==> config.mk <==
export PLATFORM = sky130hd
export DESIGN_NAME = hack_cpu_core
export DESIGN_NICKNAME = d
export VERILOG_FILES = /design/src/rtl/hack_cpu_core.sv
export SDC_FILE = /design/constraint.sdc
export NUM_CORES = 1
export LEC_CHECK = 0
export CAP_MARGIN = 20
export CORE_MARGIN = 10
export CORE_UTILIZATION = 40
export DETAILED_ROUTE_END_ITERATION = 12
export PLACE_DENSITY = 0.88
export SYNTH_ARGS = -nofsm -noshare
export SYNTH_HDL_FRONTEND = slang
export SYNTH_SLANG_ARGS = --single-unit
==> constraint.sdc <==
create_clock -name clk -period 2.8 [get_ports clk]
set_input_delay 0.42 -clock clk [delete_from_list [all_inputs] [get_ports clk]]
set_output_delay 0.42 -clock clk [all_outputs]
set_load 0.005 [all_outputs]
==> src/rtl/hack_cpu_core.sv <==
// hack_cpu_core: Hack CPU decode, A/D/PC registers, drives an external hack_alu.
module hack_cpu_core #(
  parameter int PC_W = 15
) (
  input  logic            clk,
  input  logic            rst_n,
  input  logic            instr_valid,
  input  logic [15:0]     instruction,
  input  logic [15:0]     in_m,
  output logic [15:0]     out_m,
  output logic            write_m,
  output logic [PC_W-1:0] address_m,
  output logic [PC_W-1:0] pc,
  output logic [15:0]     alu_x,
  output logic [15:0]     alu_y,
  output logic            alu_zx,
  output logic            alu_nx,
  output logic            alu_zy,
  output logic            alu_ny,
  output logic            alu_f,
  output logic            alu_no,
  input  logic [15:0]     alu_out,
  input  logic            alu_zr,
  input  logic            alu_ng
);
  localparam logic [PC_W-1:0] PC_ONE = 1;
  logic [15:0] a_q, a_d, d_q, d_d;
  logic [PC_W-1:0] pc_q, pc_d;
  logic is_c, taken;
  logic [2:0] dst, jmp;
  always_comb begin
    is_c = instruction[15];
    dst = instruction[5:3];
    jmp = instruction[2:0];
    {alu_zx, alu_nx, alu_zy, alu_ny, alu_f, alu_no} = is_c ? instruction[11:6] : 6'b000000;
    alu_x = d_q;
    alu_y = (is_c && instruction[12]) ? in_m : a_q;
    out_m = alu_out;
    address_m = a_q[PC_W-1:0];
    pc = pc_q;
    write_m = rst_n & instr_valid & is_c & dst[0];
    taken = is_c & ((jmp[2] & alu_ng) | (jmp[1] & alu_zr) | (jmp[0] & ~alu_ng & ~alu_zr));
    a_d = !instr_valid ? a_q : !is_c ? {1'b0, instruction[14:0]} : dst[2] ? alu_out : a_q;
    d_d = (instr_valid && is_c && dst[1]) ? alu_out : d_q;
    pc_d = !instr_valid ? pc_q : taken ? a_q[PC_W-1:0] : pc_q + PC_ONE;
  end
  always_ff @(posedge clk) begin
    if (!rst_n) begin
      a_q <= '0;
      d_q <= '0;
      pc_q <= '0;
    end else begin
      a_q <= a_d;
      d_q <= d_d;
      pc_q <= pc_d;
    end
  end
endmodule

Word level (Yosys, flattened, before mapping):

Index checks and enable logic that the tools add are counted.

* logic and storage cells: 26
* bits in read-only memories: 0
* bits in registers: 47
* input port bits: 53
* output and inout port bits: 85
* RAM bits: 0
* latch bits: 0
* memories kept: 0

* equality and inequality tests: 1
* mux-type cells: 5
* multipliers: 0
* bitwise gates (word level): 12
* divide/modulo/power cells: 0
* shift operators: 0
* $lt $le $gt $ge: 0
* reductions and logical operators: 4
* $add $sub $neg: 1

Operator list (count)
* 16-bit 2-to-1 mux: 3
* 15-bit by 1-bit adder with 15-bit output, second input constant: 1
* 15-bit 2-to-1 mux: 1
* 1-bit AND: 8
* 6-bit 2-to-1 mux: 1
* 1-bit logical AND: 3
* 2-bit != test, second input constant: 1
* 1-bit inverter: 2
* 1-bit OR: 2
* 2-bit AND reduction: 1

Longest topological paths before layout:

Gate-level depths: netlist of run 1.

* word-level depth: 6
* gate-level depth with buffers: 6

Worst setup path after synthesis of run 1:

Ideal clock, no wire load.

* path type: input to output
* from: input instruction[15]
* to: output alu_y[10]
* path slack: 0.833 ns
* arrival: 1.547 ns
* stages on the path: 4
* cells stage by stage: clkbuf_1 -> nand2_1 -> clkbuf_1 -> mux2_2

* cells in the longest elaborated chain, start to end: 2

Ends and longest elaborated chain
* start, declared: RTL line 8 `input logic [15:0] instruction,`
* 1-bit logical AND: RTL line 37 `alu_y = (is_c && instruction[12]) ? in_m : a_q;`
* 16-bit 2-to-1 mux: RTL line 37
* end, declared: RTL line 15 `output logic [15:0] alu_y,`

Every way passes these cells.

Worst setup path in the final report of run 1:

* from: input instruction[15]
* to: output write_m

* cells in the longest elaborated chain, start to end: 2

Ends and longest elaborated chain
* 1-bit AND (2 in a row): RTL line 41 `write_m = rst_n & instr_valid & is_c & dst[0];`
* end, declared: RTL line 11 `output logic write_m,`

Every way passes these cells.

==> results of run 1 <==
layer usage:
metal	global-route usage, %	vias to the layer above	share of wire [%]
met5	0	-	0
met4	2.82	0	0.59
met3	7.49	6	9.5
met2	31.2	102	53
met1	18.8	1273	37
li1	-	1325	-
flip-flops by register name, summed over array words and instances, names as in the netlist:
signal and flops:
alu_x 16, a_q 16, pc 15
worst max-delay path: stages:
cell                              delay [ns]
sky130_fd_sc_hd__clkdlybuf4s50_1        0.48
sky130_fd_sc_hd__buf_4                  0.34
sky130_fd_sc_hd__and4_1                 0.25
sky130_fd_sc_hd__clkdlybuf4s50_1        0.52
area by class of cell:
class                           count  area [sq um]
Multi-Input combinational cell    216          1430
Timing Repair Buffer              143          1420
Clock inverter                      2          35.0
Sequential cell                    47           941
Tap cell                           77          96.3
Clock buffer                        6          82.6
Inverter                            7          26.3
Fill cell                         549          2430
stage by stage:
| step | total power (W) | std cells | util (%) | setup slack [ns] | hold WS (ns) |
|---|---|---|---|---|---|
| final | 0.00167 | 498 | 62.4 | 0.361 | 0.461 |
| after global routing | 0.00175 | 498 | 62.4 | 0.288 | 0.492 |
| after CTS | 0.00169 | 498 | 62.4 | 0.364 | 0.464 |
| after detailed placement | 0.00117 | 490 | 60.5 | 0.363 | 0.452 |
| after global placement | 0.00116 | 490 | 60.5 | 0.391 | 0.441 |
| after floorplan | 0.000935 | 322 | - | 0.833 | 0.447 |
cell families after synthesis:
kind of cell | share of synthesized area (%)
simple gates | 18.2
compound gates | 17.9
buf+inv | 12.6
flops | 34.7
mux | 16.2
fa+ha+maj | 0.461
path summary, 6_finish.rpt:
kind	endpoint	slack, ns	cells after the start	start
max reg2reg	pc[14]	0.65	5	pc[0]
max	write_m	0.36	4	instruction[15]
min reg2reg	alu_x[0]	0.46	2	alu_x[0]
min	alu_x[0]	0.46	2	alu_x[0]
synthesized netlist by cell type (all sizes together):
library cell,instances,area [sq um]
mux2,22,248
nor4,4,25.0
or3,1,6.26
ha,1,12.5
nand2,42,158
mux2i,19,190
dfxtp,47,941
clkbuf,16,60.1
or4,2,15.0
nor2,21,78.8
nor2b,1,6.26
nor3b,1,7.51
and2b,1,7.51
nor3,7,35.0
o22ai,2,12.5
nand3,6,42.5
a22o,1,8.76
or4b,1,10.0
and3,1,6.26
a211oi,17,128
nand4,4,25.0
o21a,2,15.0
clkinv,1,3.75
and4,3,27.5
a31o,2,17.5
a21oi,17,85.1
o211ai,1,7.51
and2,7,43.8
o211a,2,20.0
a32o,8,80.1
buf,36,254
a21boi,3,22.5
a31oi,3,18.8
inv,6,22.5
o21ai,14,70.1
power breakdown:
part           switching [W]  internal (W)  total, W  leakage [nW]
registers          0.0000390      0.000701  0.000740         0.384
logic               0.000158      0.000253  0.000411          1.04
clock network       0.000233      0.000289  0.000522        0.0612
layout by cell type, fill, tap and decap left out, types with 3 or more instances in the layout:
cell and instances:
sky130_fd_sc_hd__clkdlybuf4s50_1 137, sky130_fd_sc_hd__dfxtp_1 47, sky130_fd_sc_hd__nand2_1 42, sky130_fd_sc_hd__mux2_2 22, sky130_fd_sc_hd__nor2_1 21, sky130_fd_sc_hd__mux2i_1 19
sky130_fd_sc_hd__a21oi_1 17, sky130_fd_sc_hd__a211oi_1 17, sky130_fd_sc_hd__o21ai_0 13, sky130_fd_sc_hd__a32o_1 8, sky130_fd_sc_hd__and2_1 7, sky130_fd_sc_hd__nor3_1 7
sky130_fd_sc_hd__inv_1 6, sky130_fd_sc_hd__clkbuf_8 6, sky130_fd_sc_hd__buf_4 6, sky130_fd_sc_hd__nand3_1 5, sky130_fd_sc_hd__nand4_1 4, sky130_fd_sc_hd__nor4_1 4
sky130_fd_sc_hd__a21boi_0 3, sky130_fd_sc_hd__a31oi_1 3
==> impl_summary.log, run 1 <==
INFO  metric timing.critical_path.to_type = output port
INFO  metric clockRootBuffer = sky130_fd_sc_hd__clkbuf_8
INFO  metric grt_ovf = 0
INFO  metric peak_fanout_along_the_critical_path = 29
INFO  metric finalClockSkew = around 0.0026 ns
INFO  metric clock-sinks = 47
INFO  metric synth_seq_cells = 47
INFO  metric finalMaxSlewViolations = 0
INFO  metric drc = 0
INFO  metric die-width = a little over 100 um
INFO  metric timing.critical_path.arrival = slightly above 2 ns
INFO  metric finalHoldViolations = 0
INFO  metric cts_max_level = 2
INFO  metric setup_repair_after_global_routing_missed_its_margin = no
INFO  metric cellPowerDensity = just over 400 nW/um^2
INFO  metric floorplan.initialDensity = 42.0%
INFO  metric detailed_place.area = around 4000 sq um
INFO  metric core_area = 6460 sq um
INFO  metric worst_slew_pin_slew = between 0.8 and 0.9 ns
INFO  metric synth.avg_cell_area = around 8.4 sq um
INFO  metric synth_sequential_area_ratio = 34.7%
INFO  metric insertedDiodeCount = 0
INFO  metric synth_area = between 2000 and 3000 sq um
INFO  metric layout_cells_sized_above_1 = about a tenth
INFO  metric fin_crit_sh = 87.1%
INFO  metric cts_tree = done
INFO  metric final_net_count = roughly 470
INFO  metric grt_max_degree = 35
INFO  metric detailroute.via_count = between 2000 and 3000
INFO  metric critical_path_required = between 2 and 2.5 ns
INFO  metric cts-resized-gates = 0
INFO  metric clk_transition_reported_paths = 0.09 ns
INFO  metric period_minus_slack = about 2.4 ns
INFO  metric floorplan_die_height = 102 um
INFO  metric status = completed
INFO  metric place.detailed.hpwl = approximately 7.4 mm
INFO  metric numPortBuffers = 137
INFO  metric ir_worst_vdd = 0.286 mV
INFO  metric wl_per_cell = 18.7 um
INFO  metric synthCells = around 320
INFO  metric post_cts_hold_buffer_count = 0
INFO  metric timing.slew.headroom = a little over two fifths
INFO  metric cap_violations = 0
INFO  metric row_count = 29
INFO  metric track_usage = around 17%
INFO  metric area_growth_syn_to_layout = 48.5%
INFO  metric detail_route.iter0.violations = 97
INFO  metric startpoint_type = input pin
INFO  metric wire_length_of_the_first_global_routing_pass = 14.6 mm
INFO  metric cts-root-to-sink-buffers = 2
INFO  metric ioPinCount = about 140
INFO  metric antenna_found_initial = 0
INFO  metric synth_fp_nets = 376
INFO  metric achievable-frequency = a little over 400 MHz
INFO  metric holdCritPathClass = flip-flop to flip-flop
INFO  metric vias_per_cell = about 5.4
INFO  metric final.setup.tns = 0 ns
INFO  metric setup_viol = 0
INFO  metric finalWeightedCongestion = about 0.87
INFO  metric critical_setup_path_kind = input pin to output port
INFO  metric finalWirelength = slightly above 9 mm
INFO  metric synth_cell_type_count = 40
INFO  metric die-area = 10500 sq um
INFO  metric cts-buffers-inserted = 5
INFO  metric first_global_vias = roughly 2800
INFO  metric ant_nets = 0
INFO  metric synthesis.yosys.warnings = 0
INFO  metric detailedRoute.firstPassIterationCount = 4
INFO  metric worst_skew_pair.late_latency = ~0.30 ns
INFO  metric static-leakage-power = 1.49 nW
INFO  metric post_route_cell_area = 4030 sq um
INFO  metric postCtsSetupBuffers = 0
(Power assumes the default switching activity.)
==> inputs of run 2 (changes only) <==
--- a/config.mk
+++ b/config.mk
@@ -7,9 +7,11 @@
 export LEC_CHECK = 0
 export CAP_MARGIN = 20
 export CORE_MARGIN = 10
-export CORE_UTILIZATION = 40
+export CORE_UTILIZATION = 50
 export DETAILED_ROUTE_END_ITERATION = 12
-export PLACE_DENSITY = 0.88
+export DONT_BUFFER_PORTS = 1
+export PLACE_DENSITY = 0.73
+export REMOVE_ABC_BUFFERS = 1
 export SYNTH_ARGS = -nofsm -noshare
 export SYNTH_HDL_FRONTEND = slang
 export SYNTH_SLANG_ARGS = --single-unit
==> impl_summary.log, run 2 (synthesized netlist as in run 1, its figures left out) <==
INFO  metric status = completed
INFO  metric final_net_count = 333
INFO  metric clockRootBuffer = sky130_fd_sc_hd__clkbuf_8
INFO  metric timing.critical_path.to_type = flip-flop
INFO  metric clk_transition_reported_paths = about 0.09 ns
INFO  metric ant_nets = 0
INFO  metric detailroute.via_count = 2132
INFO  metric layoutNonFillerInstCount = between 300 and 400
INFO  metric place.detailed.hpwl = between 5 and 6 mm
INFO  metric drc = 0
INFO  metric core_area = around 5200 sq um
INFO  metric grt_ovf = 0
INFO  metric reg2regPathDepth = 5
INFO  metric cap_violations = 0
INFO  metric cts_tree = done
INFO  metric timing.hold.ws = 0.222 ns
INFO  metric cts-buffers-inserted = 5
INFO  metric numPortBuffers = 0
INFO  metric startpoint_type = flip-flop
INFO  metric timing.slew.headroom = 39.1%
INFO  metric vias_per_cell = around 6
INFO  metric postCtsSetupBuffers = 0
INFO  metric die-area = approximately 9000 sq um
INFO  metric track_usage = between 10% and 20%
INFO  metric filler_cell_count = 487
INFO  metric wl_met2 = ~3.8 mm
INFO  metric area_growth_syn_to_layout = -3.46%
INFO  metric floorplan_die_height = approximately 94 um
INFO  metric post-route-util = around half
INFO  metric worst_r2r_endpoint = pc[14]
INFO  metric finalWirelength = about 7.5 mm
INFO  metric cts_max_level = 2
INFO  metric peak_fanout_along_the_critical_path = 10
INFO  metric critPathLaunch = pc[1]
INFO  metric cellPowerDensity = between 500 and 600 nW/um^2
INFO  metric row_count = 26
INFO  metric die-width = around 94 um
INFO  metric layout_cells_sized_above_1 = 12.9%
INFO  metric timing.critical_path.arrival = 2.42 ns
INFO  metric detailedRoute.firstPassIterationCount = 4
INFO  metric insertedDiodeCount = 0
INFO  metric finalHoldViolations = 0
INFO  metric fin_crit_sh = between 70% and 80%
INFO  metric antenna_found_initial = 0
INFO  metric met1Wirelength = 3.01 mm
INFO  metric timing.critical_path.to = pc[14]
INFO  metric finalClockSkew = approximately 0.0025 ns
INFO  metric worst_slew_pin_slew = approximately 0.9 ns
INFO  metric cts-root-to-sink-buffers = 2
INFO  metric critical_setup_path_kind = flip-flop to flip-flop
INFO  metric achievable-frequency = about 450 MHz
INFO  metric layout_common_cells = sky130_fd_sc_hd__dfxtp_1 (47), sky130_fd_sc_hd__nand2_1 (42), sky130_fd_sc_hd__mux2_2 (22)
INFO  metric worst_skew_pair.late_latency = slightly below 0.3 ns
INFO  metric critical_path_required = 3.01 ns
INFO  metric first_global_vias = 2101
INFO  metric setup_viol = 0
INFO  metric top_layer_used = met4
INFO  metric clock-sinks = 47
INFO  metric holdCritPathClass = input pin to flip-flop
INFO  metric setup_repair_after_global_routing_missed_its_margin = no
INFO  metric post_cts_hold_buffer_count = 0
INFO  metric floorplan.initialDensity = 52.4%
INFO  metric power = 0.00142 W
INFO  metric commonest_non_fill_non_tap_cell_in_the_layout = sky130_fd_sc_hd__dfxtp_1
INFO  metric static-leakage-power = about 0.96 nW
INFO  metric wire_length_of_the_first_global_routing_pass = 11.7 mm
INFO  metric period_minus_slack = around 2.2 ns
INFO  metric wl_per_cell = between 20 and 25 um
INFO  metric met3_length = about 630 um
INFO  metric grt_max_degree = 31
INFO  metric detail_route.iter0.violations = 89
INFO  metric ir_worst_vdd = 0.316 mV
INFO  metric placed_cells = roughly 340
INFO  metric finalMaxSlewViolations = 0
INFO  metric finalWeightedCongestion = approximately 0.79
INFO  metric cts-resized-gates = 0
INFO  metric start_of_the_worst_register_to_register_path = pc[1]
INFO  metric final.setup.tns = 0 ns
INFO  metric ioPinCount = 138
INFO  metric setup.reg_to_reg.worst_slack = 0.59 ns
[run 2: changes by cell type in the layout (fill, tap and decap cells not counted)]
cell / change
sky130_fd_sc_hd__buf_4: -4
sky130_fd_sc_hd__clkdlybuf4s50_1: -137
[run 2: critical path, stage by stage (launching register included)]
cell	delay, ns
sky130_fd_sc_hd__dfxtp_1	0.46
sky130_fd_sc_hd__ha_1	0.28
sky130_fd_sc_hd__nand3_4	0.14
sky130_fd_sc_hd__or4_1	0.58
sky130_fd_sc_hd__or4b_1	0.49
sky130_fd_sc_hd__a31oi_1	0.17
[run 2: worst min path at each step]
stage                start  cells past startpoint  endpoint
5_1_grt        instr_valid                      1     pc[1]
6_report       instr_valid                      1     pc[9]
4_1_cts        instr_valid                      1     pc[9]
2_1_floorplan      a_q[15]                      2   a_q[15]
3_5_place_dp       a_q[15]                      2   a_q[15]
3_3_place_gp       a_q[15]                      2   a_q[15]
[run 2: layer usage]
metal  vias up  global-route usage [%]
li1       1045                       -
met1      1002                    19.6
met2        83                    27.7
met3         2                    6.24
met4         0                    3.92
met5         -                       0
[run 2: cell type report]
cell class	instances	area, sq um	area share [%]
clock inverters	2	35.0	1.34
clock buffers	6	82.6	3.15
multi-input cells	216	1430	54.6
well taps	70	87.6	3.35
repair buffers	2	15.0	0.574
flip-flops and latches	47	941	35.9
inverters	7	26.3	1.00
[run 2: stage by stage]
| step | cell area, sq um | setup WS [ns] |
|---|---|---|
| 6_report | 2620 | 0.592 |
| 5_1_grt | 2620 | 0.493 |
| 4_1_cts | 2620 | 0.619 |
| 3_5_place_dp | 2500 | 0.647 |
| 3_3_place_gp | 2500 | 0.710 |
| 2_1_floorplan | 2400 | 0.582 |
[run 2: power by group]
group	switching (W)	total [W]	leakage [nW]	internal (W)
clock	0.000224	0.000513	0.0612	0.000289
sequential	0.0000484	0.000749	0.384	0.000701
combinational	0.0000848	0.000160	0.511	0.0000748
==> edit 1: new RTL, config.mk and constraints of run 2 <==
`PC_W`: 15 -> 11.
--- a/src/rtl/hack_cpu_core.sv
+++ b/src/rtl/hack_cpu_core.sv
@@ -1,6 +1,6 @@
 // hack_cpu_core: Hack CPU decode, A/D/PC registers, drives an external hack_alu.
 module hack_cpu_core #(
-  parameter int PC_W = 15
+  parameter int PC_W = 11
 ) (
   input  logic            clk,
   input  logic            rst_n,
Ports: changed (resized address_m and pc); port bits go from 138 to 130. The function was not compared with the original's and may differ.
==> edit 1 against run 2 <==
  * Sequential power decreased by 8.8%
  * Setup slack better by 610 ps
  * Via count shrank 13%
  * First-iteration DRC count fell by 2.2%
  * Sequential cell count fell by 4
  * Fmax up 39%
  * Highest routed layer unchanged
  * Area after synthesis is 7.7% lower
  * Power down 12%
  * Synthesized cell count shrank 12%
  * Die area decreased by 6.1%
  * Design area down 8.7%
  * Wire length decreased by 12%
  * Critical path type unchanged
  * Count of clock-buffer cells in the layout grew 2
==> edit 1: results <==
set metrics [dict create \
    outcome "finished, final reports clean" \
    synth.yosys.seq_area_share_pct 34.38 \
    crit_path_top_delay_cell "sky130_fd_sc_hd__dfxtp_1" \
    cp_max_fo 8 \
    dp_worst_setup_slack_ps 1103 \
    fin_skew_ps 7.251 \
    maxSlewHeadroom_pct 36.69 \
    power.static_leakage_uw 0.001033 \
    distinct_cell_type_count_after_synthesis 44 \
    timing.reg2reg.setup_slack_ps 1210 \
    detailed_place_hpwl_mm 4.966 \
    fraction_of_layout_instances_using_a_drive_strength_above_1_pct 7.692 \
    synth_top_cells_by_count "sky130_fd_sc_hd__nand2_1, sky130_fd_sc_hd__dfxtp_1, sky130_fd_sc_hd__buf_4, sky130_fd_sc_hd__mux2i_1, sky130_fd_sc_hd__a21boi_1" \
    power_switching_uw 316.7 \
    synth_compound_area_share_pct 19.19 \
    mappedNetlistArea_um2 2504 \
    largest_net_degree_at_the_start_of_global_routing 46 \
    grt.met2_usage_pct 24.22 \
    layout.nets 300 \
    routed_wirelength_mm 6.616 \
    gr-usage-met3_pct 8.978 \
    period_share_pct 56.90 \
    gr-usage-all-layers_pct 15.15 \
    cts.clk_slew.worst_paths_ps 80 \
    grt_first_pass_wirelength_mm 10.36 \
    vias_per_cell 5.885 \
    grt_use_met1_pct 16.95 \
    ys_top_cells_by_area "sky130_fd_sc_hd__dfxtp_1, sky130_fd_sc_hd__mux2i_1, sky130_fd_sc_hd__buf_4, sky130_fd_sc_hd__nand2_1, sky130_fd_sc_hd__o211a_1" \
    vdd_ir_drop_max_v 0.0003117 \
    critical_path_arrival_ps 1810 \
    post_synth_mux_area_share_pct 16.44 \
    routabilityCongestion 0.8474 \
    adder_cell_area_share_of_the_yosys_netlist_pct 0.4998 \
]
[edit 1: cell count changes in the layout (fill, tap and decap cells not counted), sizes merged, moves of 8 or more]
cell    change
nand2      +17
a32o        -8
a21oi      -16
nor2       -16
a211oi     -13
o211a      +12
o21ai       -8
a21boi     +15
[edit 1: through the flow]
| stage | std cells | hold WS [ps] | util, % | total power [uW] |
|---|---|---|---|---|
| floorplan | 239 | 451.4 | - | 803.1 |
| detailed placement | 306 | 472.2 | 47.82 | 843.6 |
| finish | 314 | 211.0 | 49.91 | 1258 |
| global route | 314 | 192.2 | 49.91 | 1327 |
| global placement | 306 | 468.0 | 47.82 | 840.1 |
| CTS | 314 | 199.3 | 49.91 | 1282 |
[edit 1: cells by family (layout without fill, tap and decap cells)]
logic type,after synthesis,count (layout)
adders and majority gates,1,1
DFF,43,43
and+or+nand+nor,92,92
AOI/OAI and AO/OA,61,61
buffers and inverters,48,11
muxes,39,39
[edit 1: path summary, 6_finish.rpt]
check              start  endpoint  cells after the start
max                pc[0]     pc[8]                      5
min reg2reg     alu_x[3]  alu_x[3]                      2
min          instr_valid     pc[5]                      1
max reg2reg        pc[0]     pc[8]                      5
[edit 1: area by class of cell]
class	instances	area, um^2
well taps	67	83.83
clock buffers	8	100.1
fillers	467	2397
flip-flops and latches	43	860.8
inverters	3	11.26
multi-input cells	193	1333
[edit 1: power groups by stage]
stage	registers (uW)	logic [uW]	clock network, uW
final	683	142	433
after global routing	689	159	479
after CTS	685	145	452
after detailed placement	699	144	0
after global placement	699	141	0
after floorplan	682	121	0
[edit 1: routing by layer]
metal | part of all wire [%] | wire [um] | up-vias
li1 | - | - | 899
met1 | 41 | 2723 | 848
met2 | 45 | 2967 | 99
met3 | 14 | 901 | 2
met4 | 0.36 | 24 | 0
met5 | 0 | 0 | -
==> edit 2: new RTL, settings of run 2 <==
Without the edit above. Put a register stage on the output `pc`, cleared by the reset. The value now appears one clock later. The other outputs are not delayed to match.
--- a/src/rtl/hack_cpu_core.sv
+++ b/src/rtl/hack_cpu_core.sv
@@ -24,6 +24,8 @@
   input  logic            alu_ng
 );
   localparam logic [PC_W-1:0] PC_ONE = 1;
+
+  logic [PC_W-1:0] pc_c;
   logic [15:0] a_q, a_d, d_q, d_d;
   logic [PC_W-1:0] pc_q, pc_d;
   logic is_c, taken;
@@ -37,7 +39,7 @@
     alu_y = (is_c && instruction[12]) ? in_m : a_q;
     out_m = alu_out;
     address_m = a_q[PC_W-1:0];
-    pc = pc_q;
+    pc_c = pc_q;
     write_m = rst_n & instr_valid & is_c & dst[0];
     taken = is_c & ((jmp[2] & alu_ng) | (jmp[1] & alu_zr) | (jmp[0] & ~alu_ng & ~alu_zr));
     a_d = !instr_valid ? a_q : !is_c ? {1'b0, instruction[14:0]} : dst[2] ? alu_out : a_q;
@@ -55,5 +57,13 @@
       pc_q <= pc_d;
     end
   end
+  always_ff @(posedge clk) begin
+    if (!rst_n) begin
+      pc <= '0;
+    end else begin
+      pc <= pc_c;
+    end
+  end
+
 endmodule
 
Formal check against the unedited RTL: not equivalent (Yosys sat finds a counterexample within 4 cycles, from zero or initial values and one cycle with rst_n low).
==> edit 2 against run 2 <==
  * Design area up 20%
  * Area after synthesis rose by 18%
  * Power up 31%
  * Global-route usage is 1.0 points lower
  * Sequential cell count increased by 15
  * Wire length up 7.8%
  * Largest cell class unchanged
  * Critical endpoint is now alu_y[1]
  * Setup slack improved by 430 ps
  * Largest power group unchanged
  * Non-clock buffer count shrank 2
==> edit 2: results <==
set metrics [dict create \
    outcome "finished, final reports clean" \
    initial_antenna_violation_count 1 \
    power.static_leakage_uw 0.001323 \
    routed_wirelength_mm 8.095 \
    cts.clk_slew.worst_paths_ps 60 \
    fraction_of_layout_instances_using_a_drive_strength_above_1_pct 11.54 \
    detailed_place_hpwl_mm 5.877 \
    htree_num_levels 3 \
    post_layout_nonfiller_instances 390 \
    drt_first_iter_violations 104 \
    crit_path_top_delay_cell "sky130_fd_sc_hd__nand2_1" \
    routabilityCongestion 0.7584 \
    synth_top_cells_by_count "sky130_fd_sc_hd__dfxtp_1, sky130_fd_sc_hd__nand2_1, sky130_fd_sc_hd__buf_4, sky130_fd_sc_hd__mux2i_1, sky130_fd_sc_hd__and2_1" \
    worst_path_largest_cell_delay_ps 500 \
    timing.reg2reg.setup_slack_ps 1080 \
    synth.yosys.seq_area_share_pct 38.84 \
    place_area_um2 2954 \
    maxSlewHeadroom_pct 41.68 \
    clock_latency_on_the_worst_skew_pair_ps 330 \
    hold_path_end "pc_c[6]" \
    critical_path_arrival_ps 1360 \
    r2r_start "pc_c[0]" \
    fillCellCount 576 \
    syn_area_per_cell_um2 9.104 \
    vdd_ir_drop_max_v 0.0002857 \
    grt_pass1_vias 2371 \
    grt_first_pass_wirelength_mm 12.66 \
    ys_top_cells_by_area "sky130_fd_sc_hd__dfxtp_1, sky130_fd_sc_hd__mux2i_1, sky130_fd_sc_hd__buf_4, sky130_fd_sc_hd__nand2_1, sky130_fd_sc_hd__mux2_2" \
]
[edit 2: cell count changes after synthesis, moves of 7 or more]
cell / delta
sky130_fd_sc_hd__a21boi_1: +16
sky130_fd_sc_hd__a21oi_1: -16
sky130_fd_sc_hd__dfxtp_1: +15
sky130_fd_sc_hd__nor2_1: -15
sky130_fd_sc_hd__a211oi_1: -14
sky130_fd_sc_hd__and2_1: +13
sky130_fd_sc_hd__nand2_1: +13
sky130_fd_sc_hd__o211a_1: +12
sky130_fd_sc_hd__a32o_1: -8
sky130_fd_sc_hd__mux2i_1: +8
sky130_fd_sc_hd__o2bb2ai_1: +8
sky130_fd_sc_hd__buf_2: +7
[edit 2: logic make-up after synthesis]
| kind of cell | Yosys count | synth area share, % |
|---|---|---|
| AND/OR/NAND/NOR | 119 | 18.76 |
| buffers and inverters | 58 | 11.04 |
| adder cells (fa/ha/maj) | 1 | 0.3915 |
| AO/OA/AOI/OAI | 68 | 16.88 |
| flip-flops | 62 | 38.84 |
| multiplexers | 43 | 14.10 |
[edit 2: worst max path at each step]
stage / endpoint / from / depth (start not counted) / slack (ps)
3_5_place_dp: alu_y[2] / instruction[12] / 2 / 1020
6_report: alu_y[1] / instruction[15] / 2 / 1020
4_1_cts: alu_y[2] / instruction[12] / 2 / 1010
2_1_floorplan: alu_y[0] / instruction[12] / 2 / 1210
3_3_place_gp: alu_y[5] / instruction[12] / 2 / 1000
5_1_grt: pc_c[6] / pc_c[0] / 5 / 910
[edit 2: final cells by class]
cell class | count | area (um^2) | share of cell area [%]
clock buffer | 15 | 186.4 | 5.932
inverter | 4 | 15.01 | 0.4777
sequential | 62 | 1241 | 39.49
multi-input combinational | 231 | 1602 | 50.96
antenna | 1 | 2.502 | 0.07962
tap | 77 | 96.34 | 3.065
[edit 2: per-layer routing]
layer / global-route usage (%) / part of all wire, % / vias up / wire length [um]
met4: 7.056 / 0.91 / 0 / 74
met5: 0 / 0 / - / 0
li1: - / - / 1126 / -
met2: 25.49 / 51 / 81 / 4166
met3: 6.319 / 8.4 / 7 / 682
met1: 17.25 / 39 / 1108 / 3171
[edit 2: power breakdown]
| group | internal (uW) | switching, uW |
|---|---|---|
| sequential | 920 | 47.7 |
| clock | 415 | 322 |
| combinational | 80.9 | 76.8 |
| total | 1420 | 446 |
[edit 2: stage by stage]
stage               power, uW  utilization [%]  worst slack [ps]  hold WS, ps
floorplan                1102                -              1205        444.3
global placement         1144            47.06              1001        470.7
detailed placement       1149            47.06              1015        474.9
CTS                      1891            50.03              1009        163.6
global route             1940            50.07             906.6        169.1
finish                   1862            50.07              1023        181.4
